**config.mk**
```make
export PLATFORM = sky130hd
export DESIGN_NAME = mips_control_fsm
export DESIGN_NICKNAME = d
export VERILOG_FILES = /design/src/rtl/mips_ctrl_pkg.sv /design/src/rtl/mips_ctrl_decode.sv /design/src/rtl/mips_control_fsm.sv
export SDC_FILE = /design/constraint.sdc
export NUM_CORES = 1
export LEC_CHECK = 0
export BUFFER_PORTS_ARGS = -buffer_cell sky130_fd_sc_hd__buf_2
export CORE_MARGIN = 2
export CORE_UTILIZATION = 42
export CTS_CLUSTER_DIAMETER = 200
export DETAILED_ROUTE_END_ITERATION = 12
export HOLD_SLACK_MARGIN = 0.05
export PLACE_DENSITY = 0.62
export SYNTH_ARGS = -nofsm -noshare
export SYNTH_HDL_FRONTEND = slang
export SYNTH_SLANG_ARGS = --single-unit
```
**constraint.sdc**
```tcl
create_clock -name clk -period 3.3 [get_ports clk]
set_input_delay 0.66 -clock clk [delete_from_list [all_inputs] [get_ports clk]]
set_output_delay 0.66 -clock clk [all_outputs]
set_load 0.1 [all_outputs]
```
**src/rtl/mips_ctrl_pkg.sv**
```systemverilog
// Shared definitions for the multi-cycle MIPS control unit.
// Holds the controller state encoding, supported opcodes, the encodings of the
// ALU/PC select fields and the bundle of datapath control signals.
package mips_ctrl_pkg;

  typedef enum logic [3:0] {
    S_FETCH     = 4'd0,
    S_DECODE    = 4'd1,
    S_MEM_ADDR  = 4'd2,
    S_MEM_READ  = 4'd3,
    S_MEM_WB    = 4'd4,
    S_MEM_WRITE = 4'd5,
    S_R_EXEC    = 4'd6,
    S_R_WB      = 4'd7,
    S_I_EXEC    = 4'd8,
    S_I_WB      = 4'd9,
    S_BRANCH    = 4'd10,
    S_JUMP      = 4'd11,
    S_TRAP      = 4'd12
  } state_t;

  localparam logic [5:0] OP_RTYPE = 6'b000000;
  localparam logic [5:0] OP_LW    = 6'b100011;
  localparam logic [5:0] OP_SW    = 6'b101011;
  localparam logic [5:0] OP_BEQ   = 6'b000100;
  localparam logic [5:0] OP_ADDI  = 6'b001000;
  localparam logic [5:0] OP_J     = 6'b000010;

  localparam logic [1:0] ALUOP_ADD   = 2'b00;
  localparam logic [1:0] ALUOP_SUB   = 2'b01;
  localparam logic [1:0] ALUOP_FUNCT = 2'b10;

  localparam logic [1:0] SRCB_RD2     = 2'b00;
  localparam logic [1:0] SRCB_FOUR    = 2'b01;
  localparam logic [1:0] SRCB_IMM     = 2'b10;
  localparam logic [1:0] SRCB_IMM_SH2 = 2'b11;

  localparam logic [1:0] PCSRC_ALU    = 2'b00;
  localparam logic [1:0] PCSRC_ALUOUT = 2'b01;
  localparam logic [1:0] PCSRC_JUMP   = 2'b10;

  typedef struct packed {
    logic       mem_read;
    logic       mem_write;
    logic       iord;
    logic       ir_write;
    logic       pc_en;
    logic [1:0] pcsource;
    logic       alusrc_a;
    logic [1:0] alusrc_b;
    logic [1:0] aluop;
    logic       reg_dst;
    logic       mem_to_reg;
    logic       reg_write;
  } ctrl_t;

endpackage

```
**src/rtl/mips_ctrl_decode.sv**
```systemverilog
// Combinational state-to-control decode for the multi-cycle MIPS controller.
// Ports:
//   i_state     current controller state
//   i_mem_ready memory handshake, only gates IRWrite/pc_en in FETCH and retire
//               in MEM_WRITE
//   i_zero      ALU zero flag, folded into pc_en in BRANCH
//   o_ctrl      datapath control bundle
//   o_retire    an instruction completes at the end of this cycle
module mips_ctrl_decode
  import mips_ctrl_pkg::*;
(
  input  state_t i_state,
  input  logic   i_mem_ready,
  input  logic   i_zero,
  output ctrl_t  o_ctrl,
  output logic   o_retire
);

  always_comb begin
    o_ctrl   = '0;
    o_retire = 1'b0;
    case (i_state)
      S_FETCH: begin
        o_ctrl.mem_read = 1'b1;
        o_ctrl.alusrc_b = SRCB_FOUR;
        o_ctrl.aluop    = ALUOP_ADD;
        o_ctrl.pcsource = PCSRC_ALU;
        o_ctrl.ir_write = i_mem_ready;
        o_ctrl.pc_en    = i_mem_ready;
      end
      // Branch target is precomputed here while the opcode is decoded.
      S_DECODE: begin
        o_ctrl.alusrc_b = SRCB_IMM_SH2;
        o_ctrl.aluop    = ALUOP_ADD;
      end
      S_MEM_ADDR, S_I_EXEC: begin
        o_ctrl.alusrc_a = 1'b1;
        o_ctrl.alusrc_b = SRCB_IMM;
        o_ctrl.aluop    = ALUOP_ADD;
      end
      S_MEM_READ: begin
        o_ctrl.mem_read = 1'b1;
        o_ctrl.iord     = 1'b1;
      end
      S_MEM_WB: begin
        o_ctrl.reg_write  = 1'b1;
        o_ctrl.mem_to_reg = 1'b1;
        o_retire          = 1'b1;
      end
      S_MEM_WRITE: begin
        o_ctrl.mem_write = 1'b1;
        o_ctrl.iord      = 1'b1;
        o_retire         = i_mem_ready;
      end
      S_R_EXEC: begin
        o_ctrl.alusrc_a = 1'b1;
        o_ctrl.alusrc_b = SRCB_RD2;
        o_ctrl.aluop    = ALUOP_FUNCT;
      end
      S_R_WB: begin
        o_ctrl.reg_write = 1'b1;
        o_ctrl.reg_dst   = 1'b1;
        o_retire         = 1'b1;
      end
      S_I_WB: begin
        o_ctrl.reg_write = 1'b1;
        o_retire         = 1'b1;
      end
      S_BRANCH: begin
        o_ctrl.alusrc_a = 1'b1;
        o_ctrl.alusrc_b = SRCB_RD2;
        o_ctrl.aluop    = ALUOP_SUB;
        o_ctrl.pcsource = PCSRC_ALUOUT;
        o_ctrl.pc_en    = i_zero;
        o_retire        = 1'b1;
      end
      S_JUMP: begin
        o_ctrl.pcsource = PCSRC_JUMP;
        o_ctrl.pc_en    = 1'b1;
        o_retire        = 1'b1;
      end
      default: ;
    endcase
  end

endmodule

```
**src/rtl/mips_control_fsm.sv**
```systemverilog
// Multi-cycle control unit for the MIPS subset datapath.
// Sequences fetch/decode/execute/memory/write-back, stalls on the shared
// memory via mem_ready, counts retired instructions and traps on unsupported
// opcodes until reset.
//
//   state     | meaning
//   FETCH     | read instruction at PC, PC+4 -> PC when memory ready
//   DECODE    | opcode dispatch, branch target precompute
//   MEM_ADDR  | base + offset for lw/sw
//   MEM_READ  | data read, waits for mem_ready
//   MEM_WB    | MDR -> rt, retire
//   MEM_WRITE | data write, waits for mem_ready, retires on ready
//   R_EXEC    | ALU op from funct
//   R_WB      | ALUOut -> rd, retire
//   I_EXEC    | rs + imm
//   I_WB      | ALUOut -> rt, retire
//   BRANCH    | compare, conditional PC load, retire
//   JUMP      | PC <- jump target, retire
//   TRAP      | unsupported opcode, parked until reset
//
// Ports: clk, rst_n (synchronous active-low), opcode, zero, mem_ready in;
// datapath selects/enables, illegal_op and instr_count out.
module mips_control_fsm
  import mips_ctrl_pkg::*;
(
  input  logic        clk,
  input  logic        rst_n,
  input  logic [5:0]  opcode,
  input  logic        zero,
  input  logic        mem_ready,
  output logic        MemRead,
  output logic        MemWrite,
  output logic        IorD,
  output logic        IRWrite,
  output logic        pc_en,
  output logic [1:0]  PCsource,
  output logic        ALUsrc_a,
  output logic [1:0]  ALUsrc_b,
  output logic [1:0]  ALUop,
  output logic        RegDst,
  output logic        MemtoReg,
  output logic        RegWrite,
  output logic        illegal_op,
  output logic [31:0] instr_count
);

  state_t      r_state;
  logic [31:0] r_instr_count;
  logic        r_illegal_op;
  ctrl_t       w_ctrl;
  ctrl_t       w_ctrl_out;
  logic        w_retire;

  mips_ctrl_decode u_decode (
    .i_state     (r_state),
    .i_mem_ready (mem_ready),
    .i_zero      (zero),
    .o_ctrl      (w_ctrl),
    .o_retire    (w_retire)
  );

  always_ff @(posedge clk) begin
    if (!rst_n) begin
      r_state       <= S_FETCH;
      r_instr_count <= '0;
      r_illegal_op  <= 1'b0;
    end else begin
      // Written every cycle so the counter always tracks its own current value.
      r_instr_count <= r_instr_count + {31'd0, w_retire};
      case (r_state)
        S_FETCH:     if (mem_ready) r_state <= S_DECODE;
        S_DECODE: begin
          case (opcode)
            OP_LW, OP_SW: r_state <= S_MEM_ADDR;
            OP_RTYPE:     r_state <= S_R_EXEC;
            OP_ADDI:      r_state <= S_I_EXEC;
            OP_BEQ:       r_state <= S_BRANCH;
            OP_J:         r_state <= S_JUMP;
            default: begin
              r_state      <= S_TRAP;
              r_illegal_op <= 1'b1;
            end
          endcase
        end
        S_MEM_ADDR:  r_state <= (opcode == OP_LW) ? S_MEM_READ : S_MEM_WRITE;
        S_MEM_READ:  if (mem_ready) r_state <= S_MEM_WB;
        S_MEM_WRITE: if (mem_ready) r_state <= S_FETCH;
        S_R_EXEC:    r_state <= S_R_WB;
        S_I_EXEC:    r_state <= S_I_WB;
        S_TRAP:      r_state <= S_TRAP;
        default:     r_state <= S_FETCH;
      endcase
    end
  end

  // Controls are forced low for the whole time reset is held, not just after
  // the reset edge, so an abandoned instruction can never commit a write.
  assign w_ctrl_out  = rst_n ? w_ctrl : '0;

  assign MemRead     = w_ctrl_out.mem_read;
  assign MemWrite    = w_ctrl_out.mem_write;
  assign IorD        = w_ctrl_out.iord;
  assign IRWrite     = w_ctrl_out.ir_write;
  assign pc_en       = w_ctrl_out.pc_en;
  assign PCsource    = w_ctrl_out.pcsource;
  assign ALUsrc_a    = w_ctrl_out.alusrc_a;
  assign ALUsrc_b    = w_ctrl_out.alusrc_b;
  assign ALUop       = w_ctrl_out.aluop;
  assign RegDst      = w_ctrl_out.reg_dst;
  assign MemtoReg    = w_ctrl_out.mem_to_reg;
  assign RegWrite    = w_ctrl_out.reg_write;
  assign illegal_op  = r_illegal_op & rst_n;
  assign instr_count = r_instr_count;

endmodule

```
# Word level (Yosys, flattened, before mapping)

Cells that the tools add are included.

Input port bits: 10
Logic and storage cells: 56
Output and inout bits: 48
Register bits: 37

Reductions and logical operators: 12
Equality and inequality tests: 20
Multiplexer cells: 18
$add $sub $neg: 1
Bitwise logic cells: 2

Operators by type and width:

| kind                 | count |
|---|---|
| $pmux W4 S5          | 2 |
| $add A32 B1 Y32      | 1 |
| $pmux W4 S8          | 1 |
| $eq A4 B4 Y1 const B | 5 |
| $eq A4 B3 Y1 const B | 4 |
| $mux W15             | 1 |
| $eq A6 B6 Y1 const B | 2 |
| $mux W4              | 3 |
| $pmux W3 S3          | 1 |
| $eq A4 B2 Y1 const B | 2 |
| $mux W1              | 8 |
| $reduce_or A2 Y1     | 4 |
| $eq A6 B2 Y1 const B | 1 |
| $eq A6 B3 Y1 const B | 1 |
| $eq A6 B4 Y1 const B | 1 |
| $logic_not A6 Y1     | 1 |
| $ne A2 B2 Y1 const B | 3 |
| $reduce_or A6 Y1     | 1 |
| $reduce_or A5 Y1     | 1 |
| $eq A4 B1 Y1 const B | 1 |
| $logic_not A4 Y1     | 1 |
| $reduce_or A4 Y1     | 1 |
| $mux W3              | 1 |
| $reduce_and A3 Y1    | 1 |
| 5 further kinds      | 5 |

# Depth between registers and ports, before layout

Gate-level depths: netlist of the first run.

Word-level depth: 4
Mapped depth: 11
Mapped depth without buffers: 9

# By module

A second synthesis of the first run with hierarchy kept.

Cell total of the unflattened synthesis: 279
Area, all modules: 2228.4 um^2

By module, submodules not included:

| module           | area an instance (um^2) | cells an instance | sequential area each (um^2) | instances |
|---|---|---|---|---|
| mips_control_fsm | 2009.4                  | 242               | 740.7                       | 1 |
| mips_ctrl_decode | 219.0                   | 37                | 0.0                         | 1 |

# Worst setup path after synthesis of the first run

Ideal clock, no wire load.

Path kind: input to output
Start point: input rst_n
End point: output ALUsrc_a
Buffers on the path: 1
Data required time: 2.640 ns
Stages: 3
Slack: -0.482 ns
Data arrival time: 3.122 ns
Cells stage by stage: clkinv_1 > clkbuf_1 > nor3_1

Longest elaborated chain between the ends: 1

Ends and longest elaborated chain:

| element         | RTL line               | RTL |
|---|---|---|
| start, declared | mips_control_fsm.sv:27 | `input logic rst_n,` |
| $mux W15        | mips_control_fsm.sv:98 | `assign w_ctrl_out = rst_n ? w_ctrl : '0;` |
| end, declared   | mips_control_fsm.sv:37 | `output logic ALUsrc_a,` |

Every way passes these cells.

# Worst setup path after layout of the first run

Start point: register r_state[0]
End point: register r_instr_count[30], in the netlist instr_count[30]

Longest elaborated chain between the ends: 4
Elaborated cells on any way between the ends: 9
Classes of those cells: add/sub (1); eq/ne (6); mux (1); reduce/logical (1)

Ends and longest elaborated chain:

| element                                      | RTL line               | RTL |
|---|---|---|
| start, declared                              | mips_control_fsm.sv:47 | `state_t r_state;` |
| start signal, assigned                       | mips_control_fsm.sv:85 | `S_MEM_ADDR: r_state <= (opcode == OP_LW) ? S_MEM_READ : S_MEM_WRITE;` |
| $eq A4 B3 Y1 or $eq A4 B4 Y1 (tied branches) | mips_ctrl_decode.sv:22 | `case (i_state)` |
| $reduce_or A5 Y1 (no line)                   | n/a                    |  |
| $pmux W1 S2 (*)                              | mips_ctrl_decode.sv:22 |  |
| $add A32 B1 Y32 (*)                          | mips_control_fsm.sv:69 | `r_instr_count <= r_instr_count + {31'd0, w_retire};` |
| end signal, assigned                         | mips_control_fsm.sv:69 |  |
| end, declared                                | mips_control_fsm.sv:48 | `logic [31:0] r_instr_count;` |

Every way passes the cells marked *; elsewhere a longest branch is shown, timed or not.
A chain may end at the register's enable or synchronous reset.

==> results of run 1 <==
-- metal layers --
layer	up-vias	track usage	wire length [um]
li1	1116	-	-
met1	1022	0.291	2720
met2	67	0.280	2300
met3	7	0.0442	349
met4	0	0.0595	70
met5	-	0	0
-- stage by stage --
stage	cell area (um2)	setup WS [ps]	setup TNS, ps	hold WS (ps)
finish	2650	471	0	483
global route	2650	232	0	500
CTS	2650	475	0	484
detailed placement	2550	390	0	472
global placement	2550	456	0	468
floorplan	2150	-476	-952	619
-- report_power, final --
group | switching [mW] | internal, mW
registers | 0.0174 | 0.463
logic | 0.313 | 0.114
clock network | 0.172 | 0.169
-- worst max-delay path: cells and delay by family (launching register included) --
family                   cells  cell delay, ps
AND/OR/NAND/NOR              5            1450
AO/OA/AOI/OAI                2             440
adder cells (fa/ha/maj)      2             460
flip-flops                   1             420
-- final cells by class --
cell class / count / area share
multi-input cells: 213 / 0.499
flip-flops and latches: 37 / 0.280
repair buffers: 62 / 0.145
well taps: 67 / 0.0316
clock buffers: 6 / 0.0312
inverters: 6 / 0.00850
clock inverters: 2 / 0.00520
-- placed cells by master (no fill, tap or decap), types with 4 or more instances in the layout --
| cell | Yosys | layout |
|---|---|---|
| dfxtp_1 | 37 | 37 |
| and2_1 | 4 | 4 |
| nand4_1 | 7 | 7 |
| nand3_1 | 13 | 13 |
| or3_1 | 7 | 7 |
| nor2_1 | 23 | 23 |
| o21ai_0 | 13 | 13 |
| nor3_1 | 13 | 6 |
| xor2_1 | 7 | 7 |
| a21oi_1 | 24 | 24 |
| xnor2_1 | 5 | 5 |
| buf_12 | 0 | 4 |
| nor3_2 | 0 | 7 |
| nand2b_1 | 8 | 8 |
| clkbuf_8 | 0 | 6 |
| o31ai_1 | 12 | 12 |
| nor4_1 | 5 | 5 |
| nor2b_1 | 5 | 5 |
| inv_1 | 5 | 5 |
| nand2_1 | 20 | 20 |
| buf_4 | 0 | 5 |
| and4_1 | 4 | 4 |
| buf_2 | 1 | 53 |
| or4_1 | 16 | 16 |
-- flip-flops by register name (all words and copies together) (netlist names) --
name / flops
r_state: 4
r_illegal_op: 1
instr_count: 32
-- worst paths after layout --
check | from | cells after the start | end | slack [ps]
setup / recovery | r_state[0]$_SDFFE_PN0P_ | 9 | instr_count[30]$_SDFF_PN0_ | 470
hold / removal | instr_count[31]$_SDFF_PN0_ | 2 | instr_count[31]$_SDFF_PN0_ | 480
setup reg to reg | r_state[0]$_SDFFE_PN0P_ | 9 | instr_count[30]$_SDFF_PN0_ | 470
hold reg to reg | instr_count[31]$_SDFF_PN0_ | 2 | instr_count[31]$_SDFF_PN0_ | 480
-- cell families (layout without fill, tap and decap cells) --
kind of cell,count (synthesis),after routing,synth area share
simple gates,134,134,0.352
buf+inv,22,76,0.0431
flops,37,37,0.349
fa+ha+maj,3,3,0.0165
xor+xnor,12,12,0.0496
mux,1,1,0.00472
compound gates,63,63,0.184
==> metrics, run 1 <==
detailed-route DRC error count=0; Global Route Usage Sum=0.196; synthesized cell area=0.00212 mm2; synth warn=0; TritonRoute pass-1 iters=4; wire per inst=about 14 um; Arrival @ worst endpoint=about 3100 ps; maxcap violations=0; Cells after DPL=385; Max Fclk=0.353 GHz; DR vias/cell=5.63; Remaining Overflow, GRT=0; # hold bufs at CTS=0; endpoints failing setup=0; DPL Wire Length=3.90 mm; worst path cell trace=nor2b_1 -> nor2b_1 -> o32ai_1 -> ha_1 -> ha_1 -> and4_1 -> nand4_1 -> or4_1 -> a21oi_1; most numerous cell in the Yosys netlist=dfxtp_1; clk root buf=clkbuf_8; number of port buffers=57; CTS tree=done; Mapped Nets=284; Yosys cell types=44; Synth Flop Type=dfxtp_1; slowest stage delay, CP=450 ps; Final Critical Period=2830 ps; hold crit path type=flop to flop; total CTS buffers=5; Starting Density=0.443; first-pass GRT wire length=8.59 mm; via count=2,212; FILL cells=463; Area growth, synth to finish=25.0%; initial antenna violation count=0; Rows=25; register area=between 700 and 800 um2; Pwr Total=about 1.2 mW; slowest stage cell, crit path=or4_1; Seq/Total Area, Yosys=0.349; vias in the first global route=around 1,800; pin slew with the least headroom to its limit=521 ps; Initial DRC Count=106; Max FO, Critical Path=11; H-tree levels=2; Setup Skew=9.34 ps; Routed Antenna Nets=0; Die Wd=75.0 um; outcome=finished, final reports clean; CTS-repair resized insts=0; Synth area leaders=dfxtp_1, a21oi_1, or4_1; I/O pin total=58; Static Leak=between 1 and 1.5 nW; Req. time, crit path=3530 ps; CTS max path bufs=2; WL final=5.45 mm; Worst-path clk slew=80 ps; Async S/R FF share, synth=0; Clock Latency Late Sink=300 ps; Synth top area share=0.349; post-synthesis cell count=272; Die H=75.0 um; commonest cells in the netlist=dfxtp_1, a21oi_1, nor2_1, nand2_1, or4_1; largest net degree at the start of global routing=30; power per cell area=471 mW/mm2; period utilization=0.857; Worst VDD drop=approximately 650 uV; post-layout net count=337; RSZ-0062 raised after global routing=no; critical path startpoint category=flop; final core occ=0.553; Mean Syn Cell Area=7.79 um2; layout cells sized above 1=0.255; die area=approximately 0.0056 mm2; final hold vios=0; post-synth top area cell=dfxtp_1; placer congestion estimate=0.803; Worst setup EP type=flop; Synth Register Bits=37; Post-CTS Setup Bufs=0; max_slew headroom=0.655; CORE AREA=around 0.0048 mm2; max-slew violations=0; critical path class=flop to flop; multi-input logic area=between 0.001 and 0.0015 mm2; final std cells w/o fill=between 300 and 400; n_diodes=0; Clock Sink Count=37; number of enable flip-flop cells after synthesis=0
Power figures use the tool's default switching activity.
==> inputs of run 2 (changes only) <==
--- a/config.mk
+++ b/config.mk
@@ -12,6 +12,7 @@
 export DETAILED_ROUTE_END_ITERATION = 12
 export HOLD_SLACK_MARGIN = 0.05
 export PLACE_DENSITY = 0.62
+export REMOVE_ABC_BUFFERS = 1
 export SYNTH_ARGS = -nofsm -noshare
 export SYNTH_HDL_FRONTEND = slang
 export SYNTH_SLANG_ARGS = --single-unit
==> run 2 against run 1 <==
Non-clock buffer count increased by 1. Hold slack got worse by 13 ps. Setup slack lost 76 ps. Utilization fell by 0.10 points. Critical path depth fell by 3. Critical path type is now flop to primary output. Fmax shrank 2.6%. Critical endpoint is now RegWrite. Die area did not move. Sequential share of layout area grew 0.053 points. Sequential cell count stayed put.
==> metrics, run 2 (synthesis gave the netlist of run 1 again) <==
Die Wd=75.0 um (unchanged); DR vias/cell=5.65 (+0.38%); Pwr Total=1.36 mW (+9.0%); placed cell area=0.00251 mm2 (-1.7%); maxcap violations=0 (unchanged); pin slew with the least headroom to its limit=492 ps (-29.3 ps); number of port buffers=57 (unchanged); Setup WS pre-CTS=412 ps (+21.5 ps); clk root buf=clkbuf_8; Clock Sink Count=37 (unchanged); Max Fclk=0.344 GHz (-2.6%); CTS max path bufs=2 (unchanged); die area=0.00563 mm2 (unchanged); combinational share of power=0.302 (-0.040); max reg flops=32 (unchanged); first-pass GRT wire length=8.38 mm (-2.5%); critical path class=flop to primary output; Static Leak=1.03 nW (+0.86%); Setup Skew=8.48 ps (-0.863 ps); fin area=0.00264 mm2 (-0.19%); detailed-route DRC error count=0 (unchanged); Min Hold Slack=469 ps (-13.3 ps); FILL cells=484 (+4.5%); met3 Use GR=0.0442 (unchanged); Arrival @ worst endpoint=2250 ps (-810 ps); I/O pin total=58 (unchanged); max_slew headroom=0.674 (+0.0194); gr busiest metal=met2; sw frac=0.360 (-0.0425); commonest cells after routing, fill and taps aside=buf_2, dfxtp_1, a21oi_1, nor2_1, nand2_1; Flop pwr share=0.352 (-0.033); via count=2,226 (+0.63%); GRT met1 Usage=0.267 (-0.0234); Final Critical Period=2910 ps (+75.9 ps); CTS tree=done; Rows=25 (unchanged); critical path startpoint category=flop; Worst VDD drop=447 uV (-31%); final core occ=0.552 (-0.00105); Die H=75.0 um (unchanged); H-tree levels=2 (unchanged); Max FO, Critical Path=12 (+1); Starting Density=0.443 (unchanged); power per cell area=515 mW/mm2 (+9.2%); grt met2 use=0.294 (+0.0146); Global Route Usage Sum=0.192 (-0.00382); hold crit path type=flop to flop; period utilization=0.880 (+0.0230); Remaining Overflow, GRT=0 (unchanged); vias in the first global route=1,773 (-1.6%); commonest non-fill, non-tap cell in the layout=buf_2; Routed Antenna Nets=0 (unchanged); final worst slack=395 ps (-75.9 ps); CTS-repair resized insts=0 (unchanged); final hold vios=0 (unchanged); WL final=5.34 mm (-2.0%); post-layout net count=338 (+0.30%); layout cells sized above 1=0.235 (-0.0191); CORE AREA=0.00479 mm2 (unchanged); Area growth, synth to finish=24.7%; Worst setup EP type=primary output; DPL Wire Length=3.85 mm (-1.3%); Clk pwr share=0.346 (+0.073); TritonRoute pass-1 iters=4 (unchanged); Req. time, crit path=2640 ps (-890 ps); Initial DRC Count=55 (-48%); total CTS buffers=5 (unchanged); max-slew violations=0 (unchanged); largest net degree at the start of global routing=24 (-20%); Sw Pwr=0.489 mW (-2.5%); outcome=finished, final reports clean; RSZ-0062 raised after global routing=no; # hold bufs at CTS=0 (unchanged); placer congestion estimate=0.830 (+3.3%); wire per inst=13.6 um (-2.2%); endpoints failing setup=0 (unchanged); Internal Power=0.871 mW (+17%); Worst-path clk slew=80 ps (about the same); Clock Latency Late Sink=300 ps (about the same); initial antenna violation count=0 (unchanged); Post-CTS Setup Bufs=0 (unchanged); n_diodes=0 (unchanged)
==> run 2: cell count changes in the layout (fill, tap and decap cells not counted), sizes merged <==
cell | previous run | this run
clkinv | 3 | 2
bufinv | 0 | 2
buf | 62 | 63
clkbuf | 6 | 5
==> run 2: layer usage <==
metal / part of all wire / wire (um)
met5: 0 / 0
met4: 0.011 / 61
met3: 0.051 / 274
met2: 0.47 / 2500
met1: 0.47 / 2510
==> run 2: worst max-delay path, stage by stage (launching register included) <==
cell      delay, ps
dfxtp_1         460
buf_4           220
nand2b_1        140
or3b_2          480
o31a_1          110
nor2_1          100
buf_2           440
==> run 2: power groups by stage <==
| stage | clock network (mW) | registers (mW) | logic, mW |
|---|---|---|---|
| floorplan | 0 | 0.529 | 0.277 |
| global placement | 0 | 0.490 | 0.411 |
| detailed placement | 0 | 0.490 | 0.411 |
| CTS | 0.479 | 0.479 | 0.412 |
| global route | 0.495 | 0.482 | 0.437 |
| finish | 0.470 | 0.479 | 0.411 |
==> run 2: worst paths after layout <==
path | start | to | depth (start not counted) | slack (ps)
worst max-delay path | r_state[0]$_SDFFE_PN0P_ | RegWrite | 6 | 390
worst min-delay path | instr_count[31]$_SDFF_PN0_ | instr_count[31]$_SDFF_PN0_ | 2 | 470
worst max register to register | r_state[0]$_SDFFE_PN0P_ | instr_count[17]$_SDFF_PN0_ | 8 | 540
worst min register to register | instr_count[31]$_SDFF_PN0_ | instr_count[31]$_SDFF_PN0_ | 2 | 470
==> run 2: final cells by class <==
cell class	instances	area [um2]	area share
inverter	6	22.5	0.00852
multi-input combinational	213	1290	0.487
timing repair buffer	63	375	0.142
clock buffer	5	68.8	0.0260
tap	67	83.8	0.0317
clock inverter	3	65.1	0.0246
sequential	37	741	0.280
==> run 2: through the flow <==
| stage | std cells | TNS (ps) |
|---|---|---|
| global route | 394 | 0 |
| detailed placement | 386 | 0 |
| finish | 394 | 0 |
| floorplan | 256 | -3380 |
| global placement | 386 | 0 |
| CTS | 394 | 0 |
==> inputs of run 3 (changes only) <==
--- a/config.mk
+++ b/config.mk
@@ -6,7 +6,6 @@
 export NUM_CORES = 1
 export LEC_CHECK = 0
 export BUFFER_PORTS_ARGS = -buffer_cell sky130_fd_sc_hd__buf_2
-export CORE_MARGIN = 2
 export CORE_UTILIZATION = 42
 export CTS_CLUSTER_DIAMETER = 200
 export DETAILED_ROUTE_END_ITERATION = 12
==> run 3 against run 2 <==
Non-clock buffer count down 2. Clock-buffer cell count unchanged. Combinational power down 2%. Fmax up 1.8%. Highest routed layer unchanged.
==> metrics, run 3 (synthesis gave the netlist of run 1 again) <==
final hold vios=0 (unchanged); maxcap violations=0 (unchanged); Rows=25 (unchanged); TritonRoute pass-1 iters=4 (unchanged); hold_sp=instr_count[31]$_SDFF_PN0_; Final Critical Period=2850 ps (-50.1 ps); commonest non-fill, non-tap cell in the layout=buf_2; critical path class=flop to flop; Static Leak=0.999 nW (-3.1%); Worst-path clk slew=80 ps (about the same); Post-CTS Setup Bufs=0 (unchanged); FILL cells=475 (-1.9%); detailed-route DRC error count=0 (unchanged); RR Endpoint=instr_count[17]$_SDFF_PN0_; Cells after DPL=384 (-0.52%); sw frac=0.405 (+0.0457); Internal Power=0.717 mW (-18%); Worst VDD drop=328 uV (-27%); Area growth, synth to finish=22.5%; CTS max path bufs=2 (unchanged); first-pass GRT wire length=8.71 mm (+4.0%); Clock Latency Late Sink=290 ps (about the same); register area=741 um2 (unchanged); Hold Path Depth=2 (unchanged); max-slew violations=0 (unchanged); combinational share of power=0.333 (+0.031); Die Wd=73.0 um (-2.7%); pin slew with the least headroom to its limit=588 ps (+96.7 ps); period utilization=0.865 (-0.0152); number of port buffers=57 (unchanged); largest net degree at the start of global routing=31 (+29%); Initial DRC Count=85 (+55%); Arrival @ worst endpoint=3080 ps (+830 ps); power per cell area=464 mW/mm2 (-9.8%); CTS-repair resized insts=0 (unchanged); CORE AREA=0.00479 mm2 (unchanged); via count=2,202 (-1.1%); CTS tree=done; wire per inst=13.3 um (-1.8%); I/O pin total=58 (unchanged); CP Launch Point=r_state[3]$_SDFFE_PN0P_; outcome=finished, final reports clean; r2r worst-path depth=7 (-1); Starting Density=0.443 (unchanged); clk root buf=clkbuf_8; Flop pwr share=0.406 (+0.054); max_slew headroom=0.607 (-0.0672); Clk pwr share=0.260 (-0.086); Worst setup EP type=flop; die area=0.00533 mm2 (-5.3%); Clock Sink Count=37 (unchanged); Max FO, Critical Path=18 (+6); final worst slack=445 ps (+50.1 ps); n_diodes=0 (unchanged); Max Fclk=0.350 GHz (+1.8%); DR vias/cell=5.62 (-0.57%); worst r2r src=r_state[3]$_SDFFE_PN0P_; DPL Wire Length=3.81 mm (-0.85%); RSZ-0062 raised after global routing=no; # hold bufs at CTS=0 (unchanged); initial antenna violation count=0 (unchanged); critical path startpoint category=flop; max reg flops=32 (unchanged); Req. time, crit path=3520 ps (+880 ps); layout cells sized above 1=0.231 (-0.00470); post-layout net count=336 (-0.59%); final std cells w/o fill=392 (-0.51%); WL final=5.22 mm (-2.3%); H-tree levels=2 (unchanged); setup TNS=0 ps (unchanged); total CTS buffers=5 (unchanged); Setup WS pre-CTS=420 ps (+7.95 ps); Routed Antenna Nets=0 (unchanged); placer congestion estimate=0.835 (+0.57%); FF-to-FF setup slack=450 ps (-90 ps); hold crit path type=flop to flop; Sw Pwr=0.488 mW (-0.16%); multi-input logic area=0.00129 mm2 (unchanged); vias in the first global route=1,872 (+5.6%); endpoints failing setup=0 (unchanged); Die H=73.0 um (-2.7%); Remaining Overflow, GRT=0 (unchanged); WHS Endpoint=instr_count[31]$_SDFF_PN0_; Setup Skew=7.13 ps (-1.35 ps); commonest cells after routing, fill and taps aside=buf_2, dfxtp_1, a21oi_1, nor2_1, nand2_1; Global Route Usage Sum=0.207 (+0.0149)
[run 3: cell count changes in the layout (fill, tap and decap cells not counted), sizes merged]
cell	previous run	this run
clkinvlp	0	1
bufinv	2	0
buf	63	61
clkinv	2	3
[run 3: metrics by stage]
step | instance area [um2] | hold slack [ps] | total power [mW] | util
floorplan | 2050 | 574 | 0.807 | -
global placement | 2510 | 457 | 0.901 | 0.524
detailed placement | 2510 | 463 | 0.901 | 0.524
CTS | 2600 | 475 | 1.22 | 0.542
global route | 2600 | 503 | 1.27 | 0.542
finish | 2600 | 471 | 1.21 | 0.542
[run 3: how the worst max path moves through the flow]
stage	end
after CTS	instr_count[28]$_SDFF_PN0_
after floorplan	ALUsrc_a
after detailed placement	instr_count[28]$_SDFF_PN0_
final	instr_count[17]$_SDFF_PN0_
after global routing	instr_count[30]$_SDFF_PN0_
after global placement	instr_count[17]$_SDFF_PN0_
[run 3: power by group through the flow]
stage,Combinational (mW),Clock (mW),Sequential (mW)
after CTS,0.402,0.326,0.489
final,0.402,0.314,0.489
after global placement,0.402,0,0.499
after floorplan,0.277,0,0.529
after detailed placement,0.401,0,0.499
after global routing,0.430,0.346,0.493
[run 3: routing by layer]
| metal | global-route usage | share of wire | routed length [um] |
|---|---|---|---|
| met5 | 0 | 0 | 0 |
| met4 | 0.0545 | 0.0081 | 42 |
| met3 | 0.0428 | 0.037 | 193 |
| met2 | 0.323 | 0.46 | 2400 |
| met1 | 0.288 | 0.50 | 2590 |
[run 3: area by class of cell]
type	instances	share of cell area
clock buffers	5	0.0265
clock inverters	3	0.00675
inverters	6	0.00867
multi-input cells	213	0.496
flip-flops and latches	37	0.285
well taps	67	0.0323
repair buffers	61	0.145
[run 3: critical path, cell delays in order (launching register included)]
cell     delay [ps]
dfxtp_1         700
o21ai_0         240
o32ai_1         180
ha_1            240
nand2_1         150
or4_1           590
or4_1           550
a21oi_1         140
